==> config.mk <==
export PLATFORM = sky130hd
export DESIGN_NAME = periph_bridge
export DESIGN_NICKNAME = d
export VERILOG_FILES = /design/src/rtl/periph_bridge.sv
export SDC_FILE = /design/constraint.sdc
export NUM_CORES = 1
export LEC_CHECK = 0
export CORE_ASPECT_RATIO = 0.5
export CORE_MARGIN = 3
export CORE_UTILIZATION = 40
export DETAILED_ROUTE_END_ITERATION = 10
export HOLD_SLACK_MARGIN = 0.03
export PLACE_DENSITY = 0.8
export SYNTH_ARGS = -nofsm -noshare
export SYNTH_HDL_FRONTEND = slang
export SYNTH_SLANG_ARGS = --single-unit
==> constraint.sdc <==
create_clock -name iCLK -period 2.3 [get_ports iCLK]
set_clock_uncertainty 0.15 [all_clocks]
set_input_delay 0.46 -clock iCLK [delete_from_list [all_inputs] [get_ports iCLK]]
set_output_delay 0.46 -clock iCLK [all_outputs]
set_load 0.02 [all_outputs]
==> src/rtl/periph_bridge.sv <==
// Bridge from the picorv32 native memory interface to the slot-decoded peripheral request bus.
// Every output is registered; output register inputs are computed from the next state.
module periph_bridge #(
  parameter int                    ADDR_WIDTH = 32,
  parameter int                    DATA_WIDTH = 32,
  parameter int                    NSLV       = 4,
  parameter logic [ADDR_WIDTH-1:0] BASE_ADDR  = 32'h1000_0000,
  parameter int                    SLOT_BITS  = 12,
  parameter int                    RD_LAT     = 1
) (
  input  logic                       iCLK,
  input  logic                       iRST,
  input  logic                       mem_valid,
  input  logic                       mem_instr,
  input  logic [ADDR_WIDTH-1:0]      mem_addr,
  input  logic [DATA_WIDTH-1:0]      mem_wdata,
  input  logic [3:0]                 mem_wstrb,
  output logic                       mem_ready,
  output logic [DATA_WIDTH-1:0]      mem_rdata,
  output logic [NSLV-1:0]            w_REQ,
  output logic [NSLV-1:0]            r_REQ,
  output logic [ADDR_WIDTH-1:0]      w_ADDR,
  output logic [ADDR_WIDTH-1:0]      r_ADDR,
  output logic [DATA_WIDTH-1:0]      w_DATA,
  input  logic [NSLV*DATA_WIDTH-1:0] r_DATA_BUS,
  input  logic                       iERR_CLR,
  output logic                       oERR,
  output logic [ADDR_WIDTH-1:0]      oERR_ADDR
);

  typedef enum logic [2:0] {IDLE, WR, RD, RWAIT, RESP, ERR} state_t;

  state_t                  state_q, state_d;
  logic [3:0]              cnt_q, slot_q, slot_dec;
  logic [ADDR_WIDTH-1:0]   off, slot_full;
  logic                    hit, bad;

  logic                    ready_d, err_d;
  logic [NSLV-1:0]         w_req_d, r_req_d;
  logic [DATA_WIDTH-1:0]   rdata_d, wdata_d;
  logic [ADDR_WIDTH-1:0]   waddr_d, raddr_d, err_addr_d;

  always_comb begin
    off       = mem_addr - BASE_ADDR;
    slot_full = off >> SLOT_BITS;
    slot_dec  = slot_full[3:0];
    hit       = (mem_addr >= BASE_ADDR) && (slot_full < ADDR_WIDTH'(NSLV));
    bad       = !hit || mem_instr || !(mem_wstrb == 4'h0 || mem_wstrb == 4'hF);
  end

  // NOTE: sequential state uses non-blocking assignments so every flop samples pre-edge values.
  always_ff @(posedge iCLK) begin
    if (iRST) begin
      state_q <= IDLE;
      cnt_q   <= '0;
      slot_q  <= '0;
    end else begin
      state_q <= state_d;
      if (state_q == IDLE && mem_valid) slot_q <= slot_dec;
      if (state_q == RD)            cnt_q <= 4'(RD_LAT);
      else if (state_q == RWAIT)    cnt_q <= cnt_q - 4'd1;
    end
  end

  always_comb begin
    state_d = state_q;
    case (state_q)
      IDLE: begin
        if (mem_valid) begin
          if (bad)                     state_d = ERR;
          else if (mem_wstrb == 4'hF)  state_d = WR;
          else                         state_d = RD;
        end
      end
      WR:      state_d = IDLE;
      RD:      state_d = RWAIT;
      RWAIT:   if (cnt_q == 4'd1) state_d = RESP;
      RESP:    state_d = IDLE;
      ERR:     state_d = IDLE;
      default: state_d = IDLE;
    endcase
  end

  // NOTE: every signal gets a default first so no path through this block infers a latch.
  always_comb begin
    ready_d    = (state_d == WR) || (state_d == RESP) || (state_d == ERR);
    w_req_d    = '0;
    r_req_d    = '0;
    waddr_d    = w_ADDR;
    wdata_d    = w_DATA;
    raddr_d    = r_ADDR;
    rdata_d    = mem_rdata;
    err_d      = oERR;
    err_addr_d = oERR_ADDR;
    if (iERR_CLR) err_d = 1'b0;
    // WR, RD and ERR are only ever entered from IDLE, so the live bus inputs are the transaction.
    case (state_d)
      WR: begin
        w_req_d = NSLV'(1) << slot_dec;
        waddr_d = mem_addr;
        wdata_d = mem_wdata;
      end
      RD: begin
        r_req_d = NSLV'(1) << slot_dec;
        raddr_d = mem_addr;
      end
      ERR: begin
        rdata_d = '0;
        err_d   = 1'b1;
        if (!oERR || iERR_CLR) err_addr_d = mem_addr;
      end
      default: ;
    endcase
    if (state_q == RWAIT && cnt_q == 4'd1)
      rdata_d = r_DATA_BUS[int'(slot_q)*DATA_WIDTH +: DATA_WIDTH];
  end

  always_ff @(posedge iCLK) begin
    if (iRST) begin
      mem_ready <= 1'b0;
      mem_rdata <= '0;
      w_REQ     <= '0;
      r_REQ     <= '0;
      w_ADDR    <= '0;
      r_ADDR    <= '0;
      w_DATA    <= '0;
      oERR      <= 1'b0;
      oERR_ADDR <= '0;
    end else begin
      mem_ready <= ready_d;
      mem_rdata <= rdata_d;
      w_REQ     <= w_req_d;
      r_REQ     <= r_req_d;
      w_ADDR    <= waddr_d;
      r_ADDR    <= raddr_d;
      w_DATA    <= wdata_d;
      oERR      <= err_d;
      oERR_ADDR <= err_addr_d;
    end
  end

endmodule

## Word level (Yosys, flattened, before mapping)

Index checks and enable logic that the tools add are counted.

- Div/mod/pow operators: 0
- Add/sub/neg operators: 2
- Magnitude comparators: 2
- Equality and inequality tests: 8
- Bitwise logic cells: 2
- Shift operators: 2
- Multiplexer cells: 11
- Reductions and logical operators: 21
- Multipliers: 0

Operators by type and width:

| operator | count |
|---|---|
| 128-bit by 10-bit indexed part select with 32-bit output | 1 |
| 32-bit 2-to-1 mux | 2 |
| 32-bit by 29-bit >= comparator with 1-bit output (second input constant) | 1 |
| 32-bit by 29-bit subtractor with 32-bit output (second input constant) | 1 |
| 20-bit by 3-bit less-than comparator with 1-bit output (second input constant) | 1 |
| 3-bit by 2-bit equality test with 1-bit output (second input constant) | 3 |
| 3-bit 2-to-1 mux | 3 |
| 3-bit case mux with 3 select lines | 1 |
| 3-bit equality test (second input constant) | 2 |
| 1-bit logical OR | 6 |
| 2-bit nonzero test | 3 |
| 2-bit OR reduction | 3 |
| 4-bit by 1-bit equality test with 1-bit output (second input constant) | 1 |
| 4-bit equality test (second input constant) | 1 |
| 4-bit logical NOT | 1 |
| 1-bit 2-to-1 mux | 4 |
| 1-bit by 4-bit << shifter with 4-bit output (first input constant) | 1 |
| 4-bit by 1-bit subtractor with 4-bit output (second input constant) | 1 |
| 3-bit by 1-bit equality test with 1-bit output (second input constant) | 1 |
| 1-bit logical AND | 3 |
| 1-bit logical NOT | 3 |
| 3-bit logical NOT | 1 |
| 2-bit 2-to-1 mux | 1 |
| 1-bit inverter | 2 |
| 2-bit AND reduction | 1 |

- Flip-flop bits (word level): 181
- RAM bits: 0
- Bits of input ports: 201
- Output and inout port bits: 170
- Memories: 0
- Bits in latches: 0
- ROM bits: 0

## Longest topological paths before layout

Gate-level depths: netlist of run 1.

- Depth after elaboration: 12
- Mapped depth: 7
- Gate-level depth less buffers: 6

## Least setup slack after synthesis of run 1

No wires, ideal clock.

- Path type: input port to flip-flop
- Start: input mem_addr[17]
- End: register r_ADDR[10]
- Path slack: 0.160 ns
- Stages on the path: 6
- Library setup time: 0.116 ns
- Path buffers: 2
- Data required time: 2.034 ns
- Data arrival time: 1.875 ns
- Path through: nor4_2 nand4_2 or3_1 buf_6 buf_6 a31o_1

- Longest elaborated chain between the ends: 10

Ends and longest elaborated chain:

| element | RTL line | source |
|---|---|---|
| from (decl) | 15 | `input logic [ADDR_WIDTH-1:0] mem_addr,` |
| 32-bit by 29-bit subtractor with 32-bit output | 44 | `off = mem_addr - BASE_ADDR;` |
| 20-bit by 3-bit less-than comparator with 1-bit output | 47 | `hit = (mem_addr >= BASE_ADDR) && (slot_full < ADDR_WIDTH'(NSLV));` |
| 1-bit logical AND (*) | 47 |  |
| 1-bit logical NOT (*) | 48 | `bad = !hit \|\| mem_instr \|\| !(mem_wstrb == 4'h0 \|\| mem_wstrb == 4'hF);` |
| 1-bit logical OR (*) (2 in a row) | 48 |  |
| 3-bit 2-to-1 mux (*) | 70 | `if (bad) state_d = ERR;` |
| 3-bit 2-to-1 mux (*) | 69 | `if (mem_valid) begin` |
| 3-bit case mux with 3 select lines (*) | 67 | `case (state_q)` |
| 3-bit by 2-bit equality test with 1-bit output (*) | 97 | `case (state_d)` |
| to (signal assigned) | 135 | `r_ADDR <= raddr_d;` |
| to (decl) | 23 | `output logic [ADDR_WIDTH-1:0] r_ADDR,` |

Mark *: on every way between the ends. The rest lies on a longest branch, timed or not.
A chain may end at the register's enable or synchronous reset.

## Final worst setup path of run 1

- Start: input mem_wstrb[0]
- End: register w_DATA[12]

- Longest elaborated chain between the ends: 8

Ends and longest elaborated chain:

| element | RTL line | source |
|---|---|---|
| from (decl) | 17 | `input logic [3:0] mem_wstrb,` |
| 4-bit equality test / 4-bit logical NOT (equally long branches) | 48, 71 |  |
| 1-bit logical OR | 48 |  |
| 1-bit logical NOT | 48 |  |
| 1-bit logical OR | 48 |  |
| 3-bit 2-to-1 mux (*) | 70 |  |
| 3-bit 2-to-1 mux (*) | 69 |  |
| 3-bit case mux with 3 select lines (*) | 67 |  |
| 3-bit by 1-bit equality test with 1-bit output (*) | 97 |  |
| to (signal assigned) | 136 | `w_DATA <= wdata_d;` |
| to (decl) | 24 | `output logic [DATA_WIDTH-1:0] w_DATA,` |

Marks and branches as above.

==> results of run 1 <==
==> cells in the mapped netlist, drive strengths merged <==
master	instances
a21oi	15
and4	3
nand2b	3
nor4	20
o21a	3
nor3	8
ha	2
o221a	1
a211o	1
dfxtp	181
inv	3
mux2i	78
nand2	155
buf	18
nor2b	3
nand3b	3
nand4	3
nand4b	2
o21ai	3
nor2	10
o2bb2ai	32
and4bb	1
and3	34
nor4b	2
nand3	34
or3	1
mux4	32
o221ai	1
clkbuf	44
a31o	14
==> cell type report <==
cell class              instances  area, um^2  share of cell area, %
well taps                     234         293                   2.39
clock inverters                13         139                   1.13
inverters                       3        16.3                  0.133
multi-input cells             464        3510                   28.6
repair buffers                425        4240                   34.6
flip-flops and latches        181        3620                   29.5
clock buffers                  19         443                   3.61
==> per-stage QoR <==
step	setup TNS (ns)	utilization [%]
floorplan	0	-
global placement	-19.59	65.8
detailed placement	-31.50	65.8
CTS	0	69.1
global route	0	69.1
finish	0	69.1
==> how the worst max path moves through the flow <==
stage / startpoint / end / slack (ns) / cells past startpoint
detailed placement: mem_wstrb[0] / r_ADDR[6] / -0.32 / 6
CTS: mem_addr[15] / r_ADDR[6] / 0.13 / 6
global placement: mem_addr[15] / r_ADDR[10] / -0.24 / 6
floorplan: mem_addr[17] / r_ADDR[10] / 0.16 / 6
global route: mem_wstrb[0] / w_DATA[25] / 0.001 / 6
finish: mem_wstrb[0] / w_DATA[12] / 0.11 / 6
==> registers in the layout, summed over array words and instances, names as in the netlist <==
signal and cells:
oERR 1, w_ADDR 32, slot_q 4, cnt_q 4, r_ADDR 32, w_DATA 32, mem_ready 1, mem_rdata 32
state_q 3, r_REQ 4, w_REQ 4, oERR_ADDR 32
==> routing by layer <==
metal  vias to the layer above  share of wire (%)
met5                         -                  0
li1                       3314                  -
met1                      3391                 41
met2                       229                 52
met4                         0                2.7
met3                        40                5.2
==> critical path, delay by kind of cell <==
family          cells  cell delay (ns)
buf+inv             2             0.72
mux                 1             0.24
simple gates        2             0.67
compound gates      1             0.29
==> power breakdown <==
group	internal, mW	leakage (nW)	switching, mW
clock network	1.56	0.277	1.31
logic	0.600	2.86	0.400
registers	3.18	1.46	0.0314
==> layout by cell type (no fill, tap or decap), types with 5 or more instances in the layout <==
cell             Yosys  layout
inv_6                0       5
a31o_1              14      14
mux4_2              32      32
nand2_1            155     155
dfxtp_1            181     180
nor3_1               7       7
buf_12               0      10
clkbuf_16            0      17
clkdlybuf4s50_1      0     370
nor2_1              10      10
o2bb2ai_1           32      32
mux2i_1             78      78
buf_4                3      45
nand3_1             34      34
nor4_1              15      15
a21oi_1             14      13
and3_1              34      34
==> kinds of logic after synthesis <==
family,Yosys count
simple gates,282
flops,181
mux,110
compound gates,70
buf+inv,65
fa+ha+maj,2
==> what timing repair did <==
| item | 4_1_cts | 5_1_grt |
|---|---|---|
| hold buffers | 0 | 0 |
| setup endpoints to repair | 0 | 2 |
| gates resized for setup | 0 | 1 |
==> out/results.txt, run 1 <==
Via count - 6,974
YS warnings - 0
Worst-Skew Late Latency - 0.42 ns
Final Max Slew Viols - 0
First-pass DRT Iterations - 5
Synth Area in Simple Gates - 18.9%
Synthesized instance count - 710
Number of global-route vias before repair - 7,072
CP Capture Type - flip-flop
Met2 Resource Use GR - 43.7%
Tot Pwr - 7.08 mW
DRC Markers - 0
Clock Root Buffer - clkbuf_16
CTS tree - built
Synth top area share - 49.0%
Fillers - 1,330
Max Cap Violations - 0
Max VDD drop - 0.459 mV
Synth-to-Final Area Change - 65.8%
Pre-CTS WS - -0.321 ns
R2r setup slk - 0.38 ns
Global-route usage over all layers - 24.1%
XOR/XNOR share of the synthesized area - 0%
Worst slew pin tran - 0.422 ns
Max incr delay on CP - 0.47 ns
Post-CTS Repair Setup Buffers - 0
Final Net Count - 1,295
CP required - 2.50 ns
Synth area leaders - dfxtp_1 (49%), mux2i_1 (11%), mux4_2 (9.7%), nand2_1 (7.9%), o2bb2ai_1 (3.8%)
H-tree Lvls - 4
Mapped Avg Cell Area - 10.4 um^2
FF-to-FF Start - cnt_q[1]
Reg2reg path depth - 7
Hold Path Stages - 2
Synth Register Bits - 181
Worst path slowest cell - clkdlybuf4s50_1
Routed WL - 25,400 um
Largest net degree at the start of global routing - 39
Synthesized-area fraction occupied by adder cells - 0.338%
Overall die width - 198 um
Compound-gate portion of the synthesized area - 7.49%
Fin cells - 1,339
Main combinational cell family by area after synthesis - multiplexers
Final instance area - 0.0123 mm^2
Placed insts - 1,307
Layout cells sized above 1 - 12.2%
FF-to-FF End - mem_rdata[22]
Crit path kind - in -> reg
Mux cell area share after synthesis - 20.3%
Worst setup margin - 0.108 ns
Maximum clock frequency - 456 MHz
First-pass GRT wire length - 38,000 um
Hold path endpoint - w_DATA[28]
Sequential-to-total area share from yosys stat - 49.0%
Final hold viol count - 0
RSZ-0062 raised after global routing - no
Post-route minimum period - 2.19 ns
IO Pins - 371
Hold WS - 0.309 ns
Core ar. - 0.0177 mm^2
Die Area - 0.0203 mm^2
Drt wl/cell - 19.0 um
Area leader, netlist - dfxtp_1
# diodes - 0
Startpoint types - primary input
DRT iter0 DRCs - 240
Clk sinks - 181
DP HPWL - 19,600 um
Initial Util - 41.7%
Worst slew margin - 71.6%
Num CTS Buffers - 17
Row count - 34
Final setup violation count - 0
Hold_sp - w_DATA[28]
Clock tree buffer depth - 2
DP Area - 0.0117 mm^2
Total grt overflow - 0
CP max FO - 33
Mapped Area - 0.00740 mm^2
Input/output buffers - 370
Routing usage on met1 - 28.5%
Gp weighted congestion - 0.855
Outcome - complete, no violations
Post-DRT Antenna Nets - 0
Worst path cell trace - clkdlybuf4s50_1 > nor4_2 > o221a_2 > and4_2 > buf_12 > mux2i_1
Power per Cell Area - 578 mW/mm^2
Leak Pwr - 4.60 nW
Synth unique cells - 38
Vias per cell - 5.21
Clk slew on worst S/H paths - 0.07 ns
Met3 usage in global routing - 5.99%
CP Data Arrival Time - 2.39 ns
GR peak layer - met2
Period utilisation layout - 95.3%
Initial antenna violation count - 0
Syn_nets - 913
Die height - 102 um
Worst hold path class - reg -> reg
No activity file was read; power rests on OpenSTA's default activity.
==> inputs of run 2 (changes only) <==
- CORE_AREA: default -> 3 3 145 147
- CORE_ASPECT_RATIO: 0.5 -> default
- CORE_MARGIN: 3 -> default
- CORE_UTILIZATION: 40 -> default
- DIE_AREA: default -> 0 0 148 150
- PLACE_DENSITY: 0.8 -> 0.75
- REMOVE_ABC_BUFFERS: default -> 1
==> out/results.txt, run 2 (synthesized netlist as in run 1, its figures left out) <==
Top delay family on crit path - simple AND/OR/NAND/NOR gates
Cts repair resizes - 0
Leak Pwr - 4.55 nW
DP HPWL - 18,200 um
Synth-to-Final Area Change - 65.7%
Overall die width - 148 um
Final TNS setup - 0 ns
Fillers - 1,706
Pre-CTS WS - -0.413 ns
Initial antenna violation count - 1
Hold Buf Count CTS - 0
Final Net Count - 1,281
Post-DRT Antenna Nets - 0
Final hold viol count - 0
Gp weighted congestion - 0.789
Vias per cell - 4.94
Hold Path Stages - 2
Final setup violation count - 0
Power per Cell Area - 579 mW/mm^2
Worst path slowest cell - clkdlybuf4s50_1
Die Area - 0.0222 mm^2
Input/output buffers - 370
Row count - 52
Post-CTS Repair Setup Buffers - 0
Worst slew margin - 69.6%
Global-route usage over all layers - 20.6%
Post-route minimum period - 2.23 ns
Buf/Inv on CP - 3
Area of the multi-input gates - 0.00351 mm^2
Max incr delay on CP - 0.43 ns
Clk slew on worst S/H paths - 0.07 ns
DRC Markers - 0
Clock tree buffer depth - 2
Initial Util - 36.9%
Max Cap Violations - 0
H-tree Lvls - 4
Startpoint types - primary input
Clk sinks - 181
Layout cells sized above 1 - 11.3%
DRT iter0 DRCs - 247
Worst-Skew Late Latency - 0.41 ns
Outcome - complete, no violations
Drt wl/cell - 17.4 um
Number of global-route vias before repair - 6,711
Largest net degree at the start of global routing - 79
Num CTS Buffers - 17
# diodes - 0
Clock Root Buffer - clkbuf_16
Tot Pwr - 7.10 mW
Period utilisation layout - 97.2%
CTS tree - built
First-pass DRT Iterations - 5
CP required - 2.49 ns
Stages on the worst setup path - 7
CP max FO - 33
Reg2reg path depth - 5
CP Data Arrival Time - 2.42 ns
Worst hold path class - reg -> reg
Maximum clock frequency - 448 MHz
Worst path cell trace - clkdlybuf4s50_1 > nor4_2 > buf_4 > and4_2 > and4_2 > buf_12 > mux2i_1
Final Max Slew Viols - 0
Most frequent cells in the layout - clkdlybuf4s50_1 (370), dfxtp_1 (180), nand2_1 (155)
Post-layout util - 61.2%
Max VDD drop - 0.463 mV
RSZ-0062 raised after global routing - no
Total grt overflow - 0
CP Capture Type - flip-flop
Core ar. - 0.0200 mm^2
Crit path kind - in -> reg
Commonest non-fill, non-tap cell in the layout - clkdlybuf4s50_1
Die height - 150 um
Worst slew pin tran - 0.457 ns
Via count - 6,717
IO Pins - 371
Worst setup margin - 0.0655 ns
Register area - 0.00362 mm^2
Most common cell on crit path - and4_2
First-pass GRT wire length - 36,400 um
Routed WL - 23,700 um
[run 2: changes by cell type in the layout (fill, tap and decap cells not counted), sizes merged]
cell / previous run / this run
buf: 55 / 41
clkbuf: 19 / 18
clkinvlp: 3 / 4
[run 2: tightest hold or removal path: stages, from the launching register on]
cell and delay, ns:
dfxtp_1 0.31, nand2_1 0.05, mux2i_1 0.05
[run 2: routing by layer]
metal / routed length, um / track usage (%) / vias up
met5: 15 / 0 / -
met4: 560 / 6.93 / 2
met3: 1690 / 6.09 / 38
met2: 12200 / 35.5 / 241
met1: 9230 / 24.6 / 3158
li1: - / - / 3278
[run 2: final timing paths]
check                    start         end  slack, ns
hold / removal      w_DATA[21]  w_DATA[21]       0.31
hold reg to reg     w_DATA[21]  w_DATA[21]       0.31
setup / recovery  mem_addr[19]  w_DATA[31]       0.07
setup reg to reg    state_q[0]   mem_ready       0.43
[run 2: metrics by stage]
step | cells | hold WS [ns] | area [um^2]
5_1_grt | 1361 | 0.321 | 12300
2_1_floorplan | 648 | 0.289 | 7110
3_5_place_dp | 1329 | 0.296 | 11700
4_1_cts | 1361 | 0.308 | 12300
3_3_place_gp | 1329 | 0.291 | 11700
6_report | 1361 | 0.305 | 12300
[run 2: cell type report]
class	count	share of cell area, %
Sequential cell	181	29.6
Tap cell	270	2.76
Clock buffer	18	3.58
Timing Repair Buffer	411	34.0
Multi-Input combinational cell	464	28.6
Inverter	3	0.133
Clock inverter	14	1.30
[run 2: where the power goes]
| part | total [mW] | leakage (nW) | switching [mW] | internal [mW] |
|---|---|---|---|---|
| Clock | 2.91 | 0.282 | 1.34 | 1.58 |
| Sequential | 3.21 | 1.46 | 0.0304 | 3.18 |
| Combinational | 0.974 | 2.80 | 0.384 | 0.591 |
| Total | 7.10 | 4.55 | 1.75 | 5.35 |
